**config.mk**
```make
export PLATFORM = sky130hd
export DESIGN_NAME = pwm_capture
export DESIGN_NICKNAME = d
export VERILOG_FILES = /design/src/rtl/pwm_capture.sv
export SDC_FILE = /design/constraint.sdc
export NUM_CORES = 1
export LEC_CHECK = 0
export CORE_MARGIN = 8
export CORE_UTILIZATION = 48
export DETAILED_ROUTE_END_ITERATION = 12
export GPL_ROUTABILITY_DRIVEN = 0
export GPL_TIMING_DRIVEN = 0
export PLACE_DENSITY = 0.7
export SYNTH_ARGS = -nofsm -noshare
export SYNTH_HDL_FRONTEND = slang
export SYNTH_SLANG_ARGS = --single-unit
```
**constraint.sdc**
```tcl
create_clock -name pwm_clk -period 9.45 [get_ports pwm_clk]
set_clock_uncertainty 0.1 [all_clocks]
set_input_delay 2.3625 -clock pwm_clk [delete_from_list [all_inputs] [get_ports pwm_clk]]
set_output_delay 2.3625 -clock pwm_clk [all_outputs]
set_load 0.01 [all_outputs]
```
**src/rtl/pwm_capture.sv**
```systemverilog
// PWM capture: measures period (rise to rise) and high time (rise to fall) of an
// external PWM line in pwm_clk cycles, with a timeout for a static line.
module pwm_capture #(
  parameter int reg_width = 32,
  parameter int TIMEOUT   = 1048576
) (
  input  logic                 pwm_clk,
  input  logic                 pwm_rst,
  input  logic                 pwm_en,
  input  logic                 pwm_in,
  output logic [reg_width-1:0] pwm_period_out,
  output logic [reg_width-1:0] pwm_duty_out,
  output logic                 pwm_valid,
  output logic                 pwm_timeout,
  output logic                 pwm_level
);

  typedef enum logic [1:0] {IDLE, ARM, HIGH, LOW} state_t;

  localparam logic [reg_width-1:0] TMO = reg_width'(TIMEOUT);

  state_t               state, state_nxt;
  logic                 s1, s2, s3;
  logic [2:0]           vld_pipe;
  logic [reg_width-1:0] cnt, high_cnt;
  logic                 rise, fall, cnt_sat;
  logic                 ld_high, ld_res, tmo;

  // Synchronizer plus a fill marker: s2/s3 only reflect the real line once
  // vld_pipe[2] is set, so a line already high at reset release is not taken
  // for a low-to-high transition.
  always_ff @(posedge pwm_clk or posedge pwm_rst) begin
    if (pwm_rst) begin
      s1       <= 1'b0;
      s2       <= 1'b0;
      s3       <= 1'b0;
      vld_pipe <= '0;
    end else begin
      s1       <= pwm_in;
      s2       <= s1;
      s3       <= s2;
      vld_pipe <= {vld_pipe[1:0], 1'b1};
    end
  end

  assign rise      = s2 & ~s3;
  assign fall      = ~s2 & s3;
  assign cnt_sat   = (cnt == TMO);
  assign pwm_level = s2;

  always_ff @(posedge pwm_clk or posedge pwm_rst) begin
    if (pwm_rst) state <= IDLE;
    else         state <= state_nxt;
  end

  always_comb begin
    state_nxt = state;
    ld_high   = 1'b0;
    ld_res    = 1'b0;
    tmo       = 1'b0;
    if (!pwm_en) begin
      state_nxt = IDLE;
    end else begin
      case (state)
        IDLE: if (vld_pipe[2] && !s2) state_nxt = ARM;
        ARM:  if (rise) state_nxt = HIGH;
        HIGH: begin
          if (fall) begin
            ld_high   = 1'b1;
            state_nxt = LOW;
          end else if (cnt_sat && !rise) begin
            tmo       = 1'b1;
            state_nxt = IDLE;
          end
        end
        LOW: begin
          // an edge landing on the saturation cycle wins over the timeout
          if (rise) begin
            ld_res    = 1'b1;
            state_nxt = HIGH;
          end else if (cnt_sat && !fall) begin
            tmo       = 1'b1;
            state_nxt = IDLE;
          end
        end
        default: state_nxt = IDLE;
      endcase
    end
  end

  // cnt restarts at 1 on the closing rise so consecutive periods are contiguous
  always_ff @(posedge pwm_clk or posedge pwm_rst) begin
    if (pwm_rst)                         cnt <= '0;
    else if (!pwm_en || state == IDLE)   cnt <= '0;
    else if (rise)                       cnt <= reg_width'(1);
    else if (state == ARM)               cnt <= '0;
    else if (!cnt_sat)                   cnt <= cnt + 1'b1;
  end

  always_ff @(posedge pwm_clk or posedge pwm_rst) begin
    if (pwm_rst) begin
      high_cnt       <= '0;
      pwm_period_out <= '0;
      pwm_duty_out   <= '0;
      pwm_valid      <= 1'b0;
      pwm_timeout    <= 1'b0;
    end else begin
      pwm_valid <= ld_res;
      if (ld_high) high_cnt <= cnt;
      if (ld_res) begin
        pwm_period_out <= cnt;
        pwm_duty_out   <= high_cnt;
        pwm_timeout    <= 1'b0;
      end else if (tmo) begin
        pwm_period_out <= '0;
        pwm_duty_out   <= '0;
        pwm_timeout    <= 1'b1;
      end
    end
  end

endmodule

```
==> results.cfg <==
[run_status]
outcome = finished, final reports clean

[timing]
period_minus_slack_ns = 4.413
slew_headroom_pct = 40.47
rsz0062_at_grt = false
finalHoldViolations = 0
layout_setup_ws_ns = 5.037
fin_crit_sh_pct = 46.70
timing.setup.tns_ns = 0
setup_viol = 0
worst_slew_pin_slew_ns = 0.8861
drv_slew = 0
clock.fmax_ghz = 0.2266

[layout]
n_antenna_cell = 0
fillers = 1002
drive_above_1_share_pct = 14.08
final_nets = 613
stdcell_area_sq_um = 7375
area_delta_synth_final_pct = 25.06
layout.cells.non_filler = 765

[place]
place.port_buffers = 70
dp_hpwl_um = 9376
dp_slack_ns = 4.639
place_area_sq_um = 6814
dpl.cell_count = 735

[clock_tree]
htree_levels = 4
clkTransAtPathRegs_ns = 0.05
cts_tree = yes
cts_root_buf = clkbuf_16
numCtsBuffers = 17
ctsHoldBuffers = 0
cts_sinks = 138
post_cts_buffers = 0
insertion_delay_ns = 0.42
cts_max_path_buffers = 2
ctsResizeCount = 0

[synthesis]
netlist.top_cell.by_area = dfrtp_1
syn_area_per_cell_sq_um = 11.41
synthCells = 517
synth_area_sq_um = 5897
synthDistinctLibCells = 44
yosys_register_bits = 138
yosys_warnings = 0
synth_top_area_share_pct = 58.56
ys_seq_area_share_pct = 58.56
synthTopCellsByArea = dfrtp_1, o2bb2ai_1, mux2_2
synth_nets = 523

[floorplan]
ios = 71
dieArea_sq_um = 16090
die_w_um = 126.8
placementRows = 40
design.core.area_sq_um = 12010
die_h_um = 126.8
start_util_pct = 49.09

[power]
power_leakage_nw = 3.119
clkPwrFrac_pct = 50.3
swShare_pct = 19.55
combinationalPowerShare_pct = 1.9
finalPower_mw = 1.244
switching_power_uw = 243.1
powerDensity_nw_per_um2 = 168.7
internal_power_mw = 1.001
p_seq_share_pct = 47.8
ir_drop_mv = 0.09520

[drt]
viasPerCell = 5.686
detail_route.wl_per_cell_um = 17.79
dr.pass1.iters = 5
vias = 4350
ant_nets = 0
drc_errors = 0
drt_iter0_markers = 273
wirelength_um = 13610

[job]
maxCapViolCount = 0

[critical_path]
critPathArrivalTime_ns = 4.61
start_kind = input port
worstPathMaxFanout = 10
worstSetupEndpointType = register
required_ns = 9.64
crit_type = in -> reg

[grt]
grt_pass1_wl_um = 22690
track_usage_pct = 17.80
antenna_found_initial = 0
grt_start_max_net_pins = 86
grt_pass1_vias = 4463
gr-total-overflow = 0

[hold_path]
min_path_type = reg -> reg
cell usage after synthesis, drive strengths merged:
cell type and n:
clkbuf 16, nor2b 1, nor3 6, nor2 13, o2bb2ai 57, and4 2
nor4 12, a21oi 15, xnor2 6, or2 3, a21o 1, nand2 83
o211ai 3, ha 2, buf 25, nand4 12, nor4b 3, o31ai 9
o21ai 6, o21a 3, nand3 12, nand2b 2, or4 9, xor2 6
dfrtp 138, mux2 33, conb 1, or3 11, inv 10, and3 1
o31a 1, o22ai 7, o311ai 1, mux2i 5, o221ai 1, a31oi 1
critical path, cell delays in order:
cell and delay (ns):
clkdlybuf4s50_1 0.57, nand2_1 0.18, nor3_1 0.71, buf_2 0.40, mux2_2 0.38
per-stage QoR:
step                      util (%)  hold slack, ns
after floorplan                  -          0.2312
after global placement       56.46          0.2355
after detailed placement     56.73          0.2347
after CTS                    61.40          0.2470
after global routing         61.40          0.2711
final                        61.40          0.2465
area by class of cell:
cell class / count / area (sq um) / share of cell area [%]
plain buffers: 41 / 193.9 / 2.630
clock buffers: 29 / 530.5 / 7.194
clock inverters: 1 / 30.03 / 0.4072
inverters: 10 / 42.54 / 0.5769
multi-input cells: 328 / 2212 / 30.00
flip-flops and latches: 138 / 3453 / 46.83
well taps: 147 / 183.9 / 2.494
repair buffers: 71 / 728.2 / 9.874
state kept, by name, indices dropped and copies added (netlist names):
name            count
cnt                32
high_cnt           32
pwm_duty_out       32
pwm_level           1
pwm_period_out     32
pwm_timeout         1
pwm_valid           1
s1                  1
s3                  1
state               2
vld_pipe            3
cells in the final DEF, fill, tap and decap left out, types with 7 or more instances in the layout:
| cell | instances |
|---|---|
| a21oi_1 | 15 |
| o31ai_1 | 9 |
| buf_2 | 15 |
| nand2_1 | 83 |
| o2bb2ai_1 | 57 |
| or4_1 | 8 |
| nand3_1 | 12 |
| dfrtp_1 | 138 |
| clkdlybuf4s50_1 | 70 |
| nor4_1 | 12 |
| clkbuf_1 | 20 |
| clkbuf_16 | 17 |
| nor2_1 | 13 |
| inv_1 | 9 |
| o22ai_1 | 7 |
| mux2_2 | 33 |
| or3_1 | 11 |
| nand4_1 | 10 |
logic make-up after synthesis:
group / synth area share (%)
and+or+nand+nor: 14.51
DFF: 58.56
AOI/OAI and AO/OA: 13.58
buffers and inverters: 3.925
muxes: 7.151
xor gates and xnor gates: 1.782
adders and majority gates: 0.4243
other: 0.06359
worst paths after layout:
kind / start / end / slack (ns) / depth (start not counted)
worst max-delay path: pwm_en / high_cnt[10] / 5.04 / 5
worst min-delay path: vld_pipe[0] / vld_pipe[1] / 0.25 / 0
worst max register to register: cnt[0] / pwm_duty_out[23] / 6.64 / 8
worst min register to register: vld_pipe[0] / vld_pipe[1] / 0.25 / 0
max in group asynchronous: pwm_rst / cnt[22] / 6.19 / 3
min in group asynchronous: pwm_rst / pwm_duty_out[20] / 2.27 / 2
routing by layer:
layer	up-vias	global-route usage, %	wire (um)
met5	-	0	0
met4	0	8.607	198
met3	13	5.195	748
met2	111	27.72	6630
met1	2167	22.29	6029
li1	2059	-	-
power groups by stage:
stage	logic (mW)	clock network [mW]	registers (mW)
6_report	0.0231	0.626	0.595
4_1_cts	0.0240	0.639	0.595
3_3_place_gp	0.0214	0	0.605
2_1_floorplan	0.0150	0	0.605
5_1_grt	0.0268	0.660	0.595
3_5_place_dp	0.0237	0	0.605
Note: power is estimated with default switching activity, not from simulation.
